--- src/rtl/quad_cmd_gen.sv ---
// -----------------------------------------------------------------------------
// quad_cmd_gen
//
// Quadrature-encoder front end for the up/down preset counter.
// Synchronises and glitch-filters encoder A, B and INDEX, decodes Gray-code
// steps into single-cycle up/down commands, turns a filtered INDEX rising
// edge into a preset command, and registers hold_req as a pause level.
// At most one of enable_cnt_up / enable_cnt_dn / new_cntr_preset is high in
// any cycle, so the counter's command priority never matters.
//
// There is no valid/ready handshake on this block: every command output is a
// registered one-cycle pulse that the counter consumes unconditionally.
//
// Ports:
//   clk                    system clock, rising edge
//   rst                    synchronous reset, active high
//   enc_a, enc_b           encoder channels (asynchronous)
//   enc_index              encoder index pulse (asynchronous)
//   index_en               enables index-triggered preset
//   hold_req               request to freeze counting
//   preset_value           value loaded into the counter on an index event
//   err_clr                clears err_count
//   enable_cnt_up          one-cycle pulse: one step forward
//   enable_cnt_dn          one-cycle pulse: one step backward
//   new_cntr_preset        one-cycle pulse: load new_cntr_preset_value
//   new_cntr_preset_value  preset value captured on the last index event
//   pause_counting         hold_req delayed one cycle
//   dir                    last valid direction, 1 = up
//   err_illegal            one-cycle pulse on an illegal AB transition
//   err_count              saturating count of illegal transitions
//
// The FSM state is held in state_q (ST_INIT / ST_TRACK) for checkers to bind.
// -----------------------------------------------------------------------------
module quad_cmd_gen #(
   parameter int WIDETH   = 8,
   parameter int FILT_LEN = 3
) (
   input  logic              clk,
   input  logic              rst,
   input  logic              enc_a,
   input  logic              enc_b,
   input  logic              enc_index,
   input  logic              index_en,
   input  logic              hold_req,
   input  logic [WIDETH-1:0] preset_value,
   input  logic              err_clr,
   output logic              enable_cnt_up,
   output logic              enable_cnt_dn,
   output logic              new_cntr_preset,
   output logic [WIDETH-1:0] new_cntr_preset_value,
   output logic              pause_counting,
   output logic              dir,
   output logic              err_illegal,
   output logic [7:0]        err_count
);

   localparam int         INIT_LEN  = 2 + FILT_LEN;
   localparam logic [3:0] FILT_LAST = 4'(FILT_LEN - 1);
   localparam logic [4:0] INIT_LAST = 5'(INIT_LEN - 1);

   typedef enum logic {
      ST_INIT  = 1'b0,
      ST_TRACK = 1'b1
   } state_t;

   // Channel order in all 3-bit vectors: {index, a, b}
   logic [2:0] raw_in;
   logic [2:0] sync1_q;
   logic [2:0] sync2_q;
   logic [2:0] filt_q;
   logic [2:0] filt_nxt;
   logic [3:0] filt_cnt_q   [3];
   logic [3:0] filt_cnt_nxt [3];

   state_t     state_q;
   state_t     state_nxt;
   logic [4:0] init_cnt_q;

   logic       in_track;
   logic [1:0] ab_load;
   logic       idx_load;

   logic [1:0] ab_q;
   logic       idx_q;
   logic       step_fwd;
   logic       step_rev;
   logic       step_ill;
   logic       preset_evt;
   logic       up_evt;
   logic       dn_evt;
   logic       err_evt;

   assign raw_in = {enc_index, enc_a, enc_b};

   // ---------------------------------------------------------------------------
   // Two-flop synchronisers
   // ---------------------------------------------------------------------------
   always_ff @(posedge clk) begin
      if (rst) begin
         sync1_q <= '0;
         sync2_q <= '0;
      end else begin
         sync1_q <= raw_in;
         sync2_q <= sync1_q;
      end
   end

   // ---------------------------------------------------------------------------
   // Glitch filters: the filtered level follows the synced level only after it
   // has differed for FILT_LEN consecutive cycles; any agreement restarts it.
   // ---------------------------------------------------------------------------
   always_comb begin
      for (int i = 0; i < 3; i++) begin
         filt_nxt[i]     = filt_q[i];
         filt_cnt_nxt[i] = '0;
         if (sync2_q[i] != filt_q[i]) begin
            if (filt_cnt_q[i] == FILT_LAST) begin
               filt_nxt[i] = sync2_q[i];
            end else begin
               filt_cnt_nxt[i] = filt_cnt_q[i] + 4'd1;
            end
         end
      end
   end

   always_ff @(posedge clk) begin
      if (rst) begin
         filt_q <= '0;
         for (int i = 0; i < 3; i++) begin
            filt_cnt_q[i] <= '0;
         end
      end else begin
         filt_q <= filt_nxt;
         for (int i = 0; i < 3; i++) begin
            filt_cnt_q[i] <= filt_cnt_nxt[i];
         end
      end
   end

   // ---------------------------------------------------------------------------
   // FSM: state register
   // ---------------------------------------------------------------------------
   always_ff @(posedge clk) begin
      if (rst) begin
         state_q    <= ST_INIT;
         init_cnt_q <= '0;
      end else begin
         state_q <= state_nxt;
         if (state_q == ST_INIT) begin
            init_cnt_q <= init_cnt_q + 5'd1;
         end
      end
   end

   // FSM: next state. INIT covers the synchroniser + filter fill time.
   always_comb begin
      state_nxt = state_q;
      if (state_q == ST_INIT && init_cnt_q == INIT_LAST) begin
         state_nxt = ST_TRACK;
      end
   end

   // FSM: outputs. During INIT the stored AB/INDEX state takes the value the
   // filters are about to hold, so the level settled by the last INIT edge is
   // already the reference when TRACK starts and raises no spurious step.
   always_comb begin
      in_track = (state_q == ST_TRACK);
      ab_load  = in_track ? filt_q[1:0] : filt_nxt[1:0];
      idx_load = in_track ? filt_q[2]   : filt_nxt[2];
   end

   // ---------------------------------------------------------------------------
   // Step / index decode. Forward order is 00 -> 10 -> 11 -> 01 -> 00 ({a,b}).
   // ---------------------------------------------------------------------------
   always_comb begin
      step_fwd = 1'b0;
      step_rev = 1'b0;
      step_ill = 1'b0;
      case ({ab_q, filt_q[1:0]})
         4'b00_10, 4'b10_11, 4'b11_01, 4'b01_00: step_fwd = 1'b1;
         4'b00_01, 4'b01_11, 4'b11_10, 4'b10_00: step_rev = 1'b1;
         4'b00_11, 4'b11_00, 4'b01_10, 4'b10_01: step_ill = 1'b1;
         default: ;
      endcase
      // Preset wins over a coincident step; pause only gates up/down.
      preset_evt = in_track & index_en & filt_q[2] & ~idx_q;
      up_evt     = in_track & step_fwd & ~preset_evt & ~pause_counting;
      dn_evt     = in_track & step_rev & ~preset_evt & ~pause_counting;
      err_evt    = in_track & step_ill;
   end

   // ---------------------------------------------------------------------------
   // Registered state and command outputs
   // ---------------------------------------------------------------------------
   always_ff @(posedge clk) begin
      if (rst) begin
         ab_q                  <= '0;
         idx_q                 <= 1'b0;
         enable_cnt_up         <= 1'b0;
         enable_cnt_dn         <= 1'b0;
         new_cntr_preset       <= 1'b0;
         new_cntr_preset_value <= '0;
         pause_counting        <= 1'b0;
         dir                   <= 1'b1;
         err_illegal           <= 1'b0;
         err_count             <= '0;
      end else begin
         ab_q            <= ab_load;
         idx_q           <= idx_load;
         enable_cnt_up   <= up_evt;
         enable_cnt_dn   <= dn_evt;
         new_cntr_preset <= preset_evt;
         err_illegal     <= err_evt;
         pause_counting  <= hold_req;

         if (preset_evt) begin
            new_cntr_preset_value <= preset_value;
         end

         // Direction tracks every legal step, even when its pulse is dropped.
         if (in_track && step_fwd) begin
            dir <= 1'b1;
         end else if (in_track && step_rev) begin
            dir <= 1'b0;
         end

         if (err_clr) begin
            err_count <= '0;
         end else if (err_evt && err_count != 8'hFF) begin
            err_count <= err_count + 8'd1;
         end
      end
   end

endmodule

--- config.mk ---
export PLATFORM = sky130hd
export DESIGN_NAME = quad_cmd_gen
export DESIGN_NICKNAME = d
export VERILOG_FILES = /design/src/rtl/quad_cmd_gen.sv
export SDC_FILE = /design/constraint.sdc
export NUM_CORES = 1
export LEC_CHECK = 0
export BUFFER_PORTS_ARGS = -buffer_cell sky130_fd_sc_hd__buf_2
export CAP_MARGIN = 0
export CORE_ASPECT_RATIO = 1.1
export CORE_MARGIN = 8
export CORE_UTILIZATION = 30
export CTS_CLUSTER_SIZE = 40
export DETAILED_ROUTE_END_ITERATION = 6
export PLACE_DENSITY_LB_ADDON = 0.1
export SLEW_MARGIN = 30
export SYNTH_ARGS = -nofsm -noshare
export SYNTH_HDL_FRONTEND = slang
export SYNTH_SLANG_ARGS = --single-unit
--- constraint.sdc ---
create_clock -name clk -period 2.1 [get_ports clk]
set_clock_uncertainty 0.1 [all_clocks]
set_input_delay 0.525 -clock clk [delete_from_list [all_inputs] [get_ports clk]]
set_output_delay 0.525 -clock clk [all_outputs]
set_load 0.01 [all_outputs]
==> qor.yml, run 1 <==
maxSlewViolCount: 0
htree_levels: 2
antenna_cells: 0
final_cell_mix: "dfxtp_1 (52), buf_2 (37), nor2_1 (35)"
syn_area_per_cell_sq_um: 9.21
rows: 32
cts.path.max_buffers: 2
worstPathCellList: "xor2_1, nand4_1, o311ai_0, o41ai_1"
routed_wl_mm: 4.23
start_kind: "flip-flop"
antenna_left: 0
end_kind: "flip-flop"
dp_hpwl_mm: 3.07
setup_ws_ns: 0.297
layout_commonest_cell: "dfxtp_1"
sw_frac_of_total: 0.223
yosysUniqueCellTypes: 38
layout_min_cycle_time_ns: 1.80
place_congestion: 0.747
grtUsageTotal: 0.0902
p_int_mw: 1.40
clk_pin_slew_ns: 0.10
synthCells: 228
core-area_sq_um: 6890
area_growth_pct: 19.1
post_cts_buffers: 0
arrival_ns: 1.89
drc: 0
netlist.area_leader.share: 0.496
critPathMaxStageDelay_ns: 0.44
synth.area.top_cells: "dfxtp_1 (50%), nor2_1 (6.3%), ha_1 (5.4%)"
fin_util: 0.363
holdCritPathClass: "in2reg"
clock-root-buffer: "clkbuf_8"
cts_tree: "done"
crit_fanout: 5
vias: 1599
final_cells: 354
syn-cell-area_sq_um: 2100
port_buffers: 37
clock-sinks: 52
async_flop_share: 0
slowest_stage: "dfxtp_1"
grt_max_degree: 17
antenna_found_initial: 0
dp.cells: 346
first_global_vias: 1664
p_comb_frac: 0.047
wl_per_cell_microns: 12.0
ys_ff_latch: 52
outcome: "completed"
drv_cap: 0
worst-setup-path-type: "reg2reg"
synth_fp_nets: 253
grt_remaining_overflow: 0
synth_edf_count: 0
layout-drive-gt1-share: 0.197
dieWidth_microns: 95.8
insertion_delay_ns: 0.31
rsz0062_at_grt: "no"
power.density_nw_per_um2: 720
dieArea_sq_um: 9930
vdd_drop_max_uv: 350
finalPower_mw: 1.80
clockPowerShare: 0.386
post-place-ws_ns: 0.335
cts_buffers: 5
yosys_most_used_dff: "dfxtp_1"
hold_buffers: 0
cts_resized: 0
finalSetupTns_ns: 0
viasPerCell: 4.52
dr.first_iter.drc_count: 58
nNetsFinal: 293
firstDrtPassIters: 2
grt_pass1_wl_mm: 7.29
critPathRequiredTime_ns: 2.18
yosysSeqAreaShare: 0.496
ioPinCount: 38
fmax_ghz: 0.555
setup_viol: 0
slew_headroom: 0.750
yosysWarnings: 0
fp.dieH_microns: 104
switchingPower_mw: 0.402
fin_crit_sh: 0.859
start_util: 0.305
yosysTopAreaCell: "dfxtp_1"
hold_viol_final: 0
leakage_nw: 1.01
seqPwrFrac: 0.567
tightestPinTransition_ns: 0.374
[metal layers]
metal	vias to the layer above	share of wire	track usage	routed length, microns
met4	0	0.024	0.0407	102
met5	-	0	0	0
met3	8	0.070	0.0368	296
li1	840	-	-	-
met2	38	0.41	0.132	1730
met1	713	0.50	0.112	2110
[synth_stat cells (2+ instances only)]
cell type and number:
a211oi_1 2, a21oi_1 13, and2_1 4, clkbuf_1 5, dfxtp_1 52, ha_1 9, inv_1 6, mux2i_1 8
nand2_1 25, nand3_1 8, nand4_1 2, nor2_1 35, nor2b_1 9, nor3_1 2, nor3b_1 3, o211ai_1 2
o21ai_0 2, o21bai_1 2, o31ai_1 2, or3_1 5, xnor2_1 8, xor2_1 8
[power by group through the flow]
| stage | Clock, mW | Combinational (mW) | Sequential, mW |
|---|---|---|---|
| final | 0.695 | 0.0849 | 1.02 |
| after detailed placement | 0 | 0.0868 | 1.04 |
| after floorplan | 0 | 0.0558 | 1.04 |
| after global placement | 0 | 0.0852 | 1.04 |
| after global routing | 0.764 | 0.0970 | 1.02 |
| after CTS | 0.725 | 0.0875 | 1.02 |
[cell families after synthesis]
kind of cell / share of synthesized area
AOI/OAI and AO/OA: 0.0840
buffers and inverters: 0.0262
muxes: 0.0381
and+or+nand+nor: 0.228
adders and majority gates: 0.0536
xor gates and xnor gates: 0.0745
DFF: 0.496
[sequential cells by signal, indices dropped and copies added, names as in the netlist]
register,flops
init_cnt_q,5
new_cntr_preset,1
filt_q,3
sync1_q,3
enable_cnt_up,1
enable_cnt_dn,1
pause_counting,1
ab_q,2
err_illegal,1
in_track,1
dir,1
idx_q,1
filt_cnt_q,12
sync2_q,3
new_cntr_preset_value,8
err_count,8
[critical path, delay by kind of cell, from the launching register on]
| family | cells | cell delay (ns) |
|---|---|---|
| flip-flops | 1 | 0.44 |
| AND/OR/NAND/NOR | 1 | 0.28 |
| AO/OA/AOI/OAI | 2 | 0.56 |
| XOR/XNOR | 1 | 0.31 |
[worst paths after layout]
check	start	end	slack, ns	cells past startpoint
setup / recovery	filt_q[0]	err_count[5]	0.30	4
hold / removal	hold_req	pause_counting	0.32	2
setup reg to reg	filt_q[0]	err_count[5]	0.30	4
hold reg to reg	sync1_q[2]	sync2_q[2]	0.34	1
[layout make-up]
cell class	instances	area (sq um)
repair buffers	41	215
clock inverters	3	42.5
multi-input cells	162	1000
flip-flops and latches	52	1040
clock buffers	5	68.8
inverters	6	22.5
fillers	747	4390
well taps	85	106
[per-stage QoR]
stage / hold WS, ns / cell area, sq um
2_1_floorplan: 0.314 / 2100
3_3_place_gp: 0.317 / 2390
3_5_place_dp: 0.326 / 2390
4_1_cts: 0.314 / 2500
5_1_grt: 0.322 / 2500
6_report: 0.321 / 2500
Note: power is estimated with default switching activity, not from simulation.
==> run 2, diff against run 1 <==
Settings changed: CORE_UTILIZATION 30 to 54.
==> qor.yml, run 2 (synthesis results as in run 1) <==
cts_buffers: 5  # unchanged
antenna_left: 0  # unchanged
min-delay-start: "hold_req"
finalSetupTns_ns: 0  # unchanged
first_global_vias: 1483  # -11%
critPathRequiredTime_ns: 2.17  # about the same
p_comb_frac: 0.050  # +0.003
grt_max_degree: 22  # +5
sw_frac_of_total: 0.215  # -0.00819
holdCritPathClass: "in2reg"
cts.path.max_buffers: 2  # unchanged
end_kind: "flip-flop"
min_to: "pause_counting"
layout-drive-gt1-share: 0.187  # -0.00976
fp.dieH_microns: 81.4  # -22%
reg2reg_depth: 4  # unchanged
min_path_cells: 2  # unchanged
leakage_nw: 0.993  # -1.8%
cts_resized: 0  # unchanged
hold_slack_ns: 0.339  # +0.0184 ns
final_cell_mix: "dfxtp_1 (52), buf_2 (37), nor2_1 (35)"
grtUsageTotal: 0.136  # +0.0454
drv_cap: 0  # unchanged
rrSetupSlack_ns: 0.34  # +0.04 ns
hold_viol_final: 0  # unchanged
htree_levels: 2  # unchanged
seqPwrFrac: 0.630  # +0.063
hold_buffers: 0  # unchanged
p_int_mw: 1.27  # -9.2%
dp_hpwl_mm: 2.85  # -7.3%
switchingPower_mw: 0.348  # -13%
antenna_cells: 0  # unchanged
tightestPinTransition_ns: 0.395  # +0.0209 ns
nNetsFinal: 292  # -0.34%
dieArea_sq_um: 6140  # -38%
power.density_nw_per_um2: 670  # -7.0%
insertion_delay_ns: 0.29  # -0.02 ns
post_cts_buffers: 0  # unchanged
vias: 1605  # +0.38%
routed_wl_mm: 3.81  # -9.9%
place_congestion: 0.811  # +8.5%
fillers: 354  # -53%
vdd_drop_max_uv: 546  # +56%
grt_pass1_wl_mm: 6.53  # -10%
rows: 23  # -28%
clk_pin_slew_ns: 0.08  # -0.02 ns
grt_remaining_overflow: 0  # unchanged
area_growth_pct: 15.0
antenna_found_initial: 0  # unchanged
rsz0062_at_grt: "no"
dieWidth_microns: 75.5  # -21%
crit_fanout: 5  # unchanged
top_regs: "filt_cnt_q x12, err_count x8, new_cntr_preset_value x8"
regToRegStartpoint: "filt_q[0]"
clock-root-buffer: "clkbuf_8"
core-area_sq_um: 3680  # -47%
cts_tree: "done"
port_buffers: 37  # unchanged
arrival_ns: 1.83  # -0.06 ns
layout_commonest_cell: "dfxtp_1"
outcome: "completed"
maxSlewViolCount: 0  # unchanged
setup_viol: 0  # unchanged
viasPerCell: 5.06  # +12%
r2r-end: "err_count[5]"
start_kind: "flip-flop"
clockPowerShare: 0.320  # -0.066
dr.first_iter.drc_count: 127  # +120%
largest-register: "filt_cnt_q"
drc: 0  # unchanged
wl_per_cell_microns: 12.0  # +0.57%
largest_reg_flops: 12  # unchanged
worst-setup-path-type: "reg2reg"
start_util: 0.570  # +0.265
fmax_ghz: 0.569  # +2.5%
ioPinCount: 38  # unchanged
layout_min_cycle_time_ns: 1.76  # -0.0442 ns
fin_crit_sh: 0.837  # -0.0211
firstDrtPassIters: 4  # +2
slew_headroom: 0.736  # -0.0140
clock-sinks: 52  # unchanged
[run 2: changes by cell type in the layout (fill, tap and decap cells not counted), sizes merged]
| cell | previous run | this run |
|---|---|---|
| bufinv | 1 | 0 |
| clkinvlp | 1 | 0 |
| buf | 41 | 40 |
| clkbuf | 5 | 6 |
[run 2: final cells by class]
type,count,area (sq um),share of cell area
clock buffer,6,72.6,0.0301
clock inverter,1,5.00,0.00207
inverter,6,22.5,0.00933
multi-input combinational,162,1000,0.416
sequential,52,1040,0.431
tap,50,62.6,0.0259
timing repair buffer,40,208,0.0860
[run 2: power groups by stage]
stage               combinational [mW]  clock [mW]  sequential (mW)
finish                          0.0815       0.517             1.02
global route                    0.0946       0.577             1.02
CTS                             0.0829       0.533             1.02
detailed placement              0.0823           0             1.04
global placement                0.0815           0             1.04
floorplan                       0.0558           0             1.04
[run 2: per-layer routing]
metal | track usage | up-vias | share of wire
met5 | 0 | - | 0
met1 | 0.165 | 723 | 0.46
li1 | - | 842 | -
met4 | 0.0462 | 0 | 0.0076
met3 | 0.0653 | 2 | 0.093
met2 | 0.204 | 38 | 0.44
[run 2: per-stage QoR]
stage	utilization	setup slack (ns)	std cells	total power, mW	area (sq um)
after floorplan	-	0.493	228	1.09	2100
after global placement	0.635	0.411	310	1.12	2340
after detailed placement	0.635	0.382	310	1.12	2340
after CTS	0.656	0.362	317	1.63	2410
after global routing	0.656	0.230	317	1.69	2410
final	0.656	0.341	317	1.62	2410
[run 2: worst max-delay path by stage]
| stage | from | to | slack, ns | cells after the start |
|---|---|---|---|---|
| floorplan | filt_q[0] | err_count[5] | 0.49 | 5 |
| detailed placement | filt_q[0] | err_count[5] | 0.38 | 4 |
| global route | filt_q[0] | err_count[5] | 0.23 | 4 |
| CTS | filt_q[0] | err_count[5] | 0.36 | 4 |
| global placement | filt_q[0] | err_count[5] | 0.41 | 4 |
| finish | filt_q[0] | err_count[5] | 0.34 | 4 |
[run 2: worst max-delay path, stage by stage, from the launching register on]
cell and delay (ns):
dfxtp_1 0.44, xor2_1 0.32, nand4_1 0.28, o311ai_0 0.38
o41ai_1 0.12
==> run 3, diff against run 2 <==
Settings changed: ABC_AREA from default to 1.
Clock period 2.1 ns to 1.7 ns, I/O delays scaled along.
==> qor.yml, run 3 <==
cp_top_family: "flip-flops"
yosysTopAreaCell: "dfxtp_1"
routed_wl_mm: 3.99  # +4.8%
synth_top_family_by_area: "simple AND/OR/NAND/NOR gates"
rsz0062_at_grt: "no"
rows: 24  # +4.3%
slowest_stage: "dfxtp_1"
clock-root-buffer: "clkbuf_8"
grtUsageTotal: 0.137  # +0.00155
htree_levels: 2  # unchanged
top_regs: "filt_cnt_q x12, err_count x8, new_cntr_preset_value x8"
port_buffers: 37  # unchanged
syn_area_per_cell_sq_um: 7.79  # -15%
dieWidth_microns: 76.4  # +1.2%
firstDrtPassIters: 4  # unchanged
critPathMaxStageDelay_ns: 0.49  # +0.05 ns
register_area_sq_um: 1040  # unchanged
dieArea_sq_um: 6290  # +2.5%
synth_fa_ha_area_frac: 0.0520  # -0.00161
vdd_drop_max_uv: 489  # -11%
synth_compound_area_frac: 0.0711  # -0.0129
hold_buffers: 0  # unchanged
regToRegStartpoint: "err_count[0]"
fp.dieH_microns: 82.4  # +1.2%
reg2reg_depth: 7  # +3
min-delay-start: "enc_index"
synth.most_common_cell: "nor2_1"
yosysSeqAreaShare: 0.481  # -0.0149
antenna_found_initial: 0  # unchanged
worstPathCellList: "buf_2"
end_kind: "output port"
maxSlewViolCount: 0  # unchanged
layout-drive-gt1-share: 0.178  # -0.00970
ys_ff_latch: 52  # unchanged
netlist.area_leader.share: 0.481  # -0.0149
wl_per_cell_microns: 10.7  # -11%
yosys.area_share.simple: 0.271  # +0.0429
critPathRequiredTime_ns: 1.17  # -1.00 ns
clock-sinks: 52  # unchanged
finalSetupTns_ns: 0  # unchanged
dp_hpwl_mm: 3.00  # +5.1%
leakage_nw: 1.21  # +22%
layout_min_cycle_time_ns: 1.50
arrival_ns: 0.98  # -0.85 ns
outcome: "completed"
slew_headroom: 0.739  # +0.00292
viasPerCell: 4.71  # -7.0%
cts_resized: 0  # unchanged
synthCells: 278  # +22%
async_flop_share: 0  # unchanged
cp.depth: 1  # -3
ioPinCount: 38  # unchanged
cts_buffers: 5  # unchanged
drc: 0  # unchanged
first_global_vias: 1636  # +10%
yosys-top-cells-count: "nor2_1 (60), dfxtp_1 (52), nand2_1 (48), inv_1 (30), o21ai_0 (14)"
syn-cell-area_sq_um: 2160  # +3.1%
largest-register: "filt_cnt_q"
synth_mux_area_frac: 0  # -0.0381
clk_pin_slew_ns: 0.09  # about the same
grt_remaining_overflow: 0  # unchanged
fmax_ghz: 0.665
tightestPinTransition_ns: 0.391  # -0.00396 ns
crit_start: "err_count[2]"
multi_input_area_sq_um: 975  # -2.9%
power.density_nw_per_um2: 894  # +33%
place_congestion: 0.796  # -1.9%
fin_crit_sh: 0.885
worst-setup-path-type: "reg2out"
cts.path.max_buffers: 2  # unchanged
synth_fp_nets: 303  # +20%
crit_fanout: 8  # +3
yosys_most_used_dff: "dfxtp_1"
grt_pass1_wl_mm: 6.98  # +6.7%
synthXorXnorAreaFrac: 0.0566  # -0.0178
dr.first_iter.drc_count: 45  # -65%
yosysWarnings: 0  # unchanged
cts_tree: "done"
post_cts_buffers: 0  # unchanged
drv_cap: 0  # unchanged
synth_edf_count: 0  # unchanged
setup_viol: 0  # unchanged
synth.area.top_cells: "dfxtp_1 (48%), nor2_1 (10%), nand2_1 (8.3%)"
grt_max_degree: 22  # unchanged
antenna_left: 0  # unchanged
fillers: 364  # +2.8%
largest_reg_flops: 12  # unchanged
layout_commonest_cell: "nor2_1"
nNetsFinal: 345  # +18%
hold_viol_final: 0  # unchanged
yosysUniqueCellTypes: 29  # -24%
final_cell_mix: "nor2_1 (60), dfxtp_1 (52), nand2_1 (48)"
path_buf_inv: 1  # +1
start_util: 0.554  # -0.0155
vias: 1756  # +9.4%
insertion_delay_ns: 0.30  # about the same
holdCritPathClass: "in2reg"
min_path_cells: 3  # +1
area_growth_pct: 17.3
finalPower_mw: 2.27  # +40%
start_kind: "flip-flop"
antenna_cells: 0  # unchanged
core-area_sq_um: 3900  # +6.0%
## run 3: changes by cell type in the layout (fill, tap and decap cells not counted), sizes merged, moves of 4 or more
cell and delta:
and2 -4, inv +26, mux2i -8, nand2 +26, nand3 +5, nor2 +28
nor2b -9, o21ai +13, or3 -5
## run 3: cell type report
type	count	area share
repair buffers	40	0.0818
clock buffers	7	0.0379
multi-input cells	188	0.384
well taps	52	0.0256
clock inverters	1	0.0118
flip-flops and latches	52	0.410
inverters	33	0.0488
## run 3: logic make-up (layout without fill, tap and decap cells)
kind of cell,Yosys count,after routing
xor gates and xnor gates,14,14
buffers and inverters,38,81
DFF,52,52
adders and majority gates,9,9
AOI/OAI and AO/OA,30,30
and+or+nand+nor,135,135
## run 3: worst paths after layout
| kind | slack [ns] | end |
|---|---|---|
| max reg2reg | 0.26 | err_count[4] |
| min | 0.22 | sync1_q[2] |
| max | 0.20 | err_count[2] |
| min reg2reg | 0.31 | sync2_q[2] |
## run 3: per-stage QoR
step	hold WS [ns]	cells	area (sq um)	utilization	setup slack, ns
CTS	0.205	373	2540	0.650	0.180
detailed placement	0.292	365	2410	0.618	0.276
global placement	0.290	365	2410	0.618	0.302
global route	0.196	373	2540	0.650	0.0717
finish	0.217	373	2540	0.650	0.196
floorplan	0.288	278	2160	-	0.334
## run 3: report_power, final
group | internal, mW | total [mW] | switching (mW)
Clock | 0.519 | 0.904 | 0.385
Sequential | 1.24 | 1.26 | 0.0196
Combinational | 0.0427 | 0.106 | 0.0628
## run 3: worst min-delay path: stages
cell    delay [ns]
buf_2         0.09
inv_1         0.04
nor2_1        0.03
## run 3: layer usage
layer	vias up	global-route usage	wire length [microns]
met5	-	0	0
met3	6	0.0519	182
met4	0	0.0538	46
met1	775	0.149	1890
met2	28	0.241	1870
li1	947	-	-
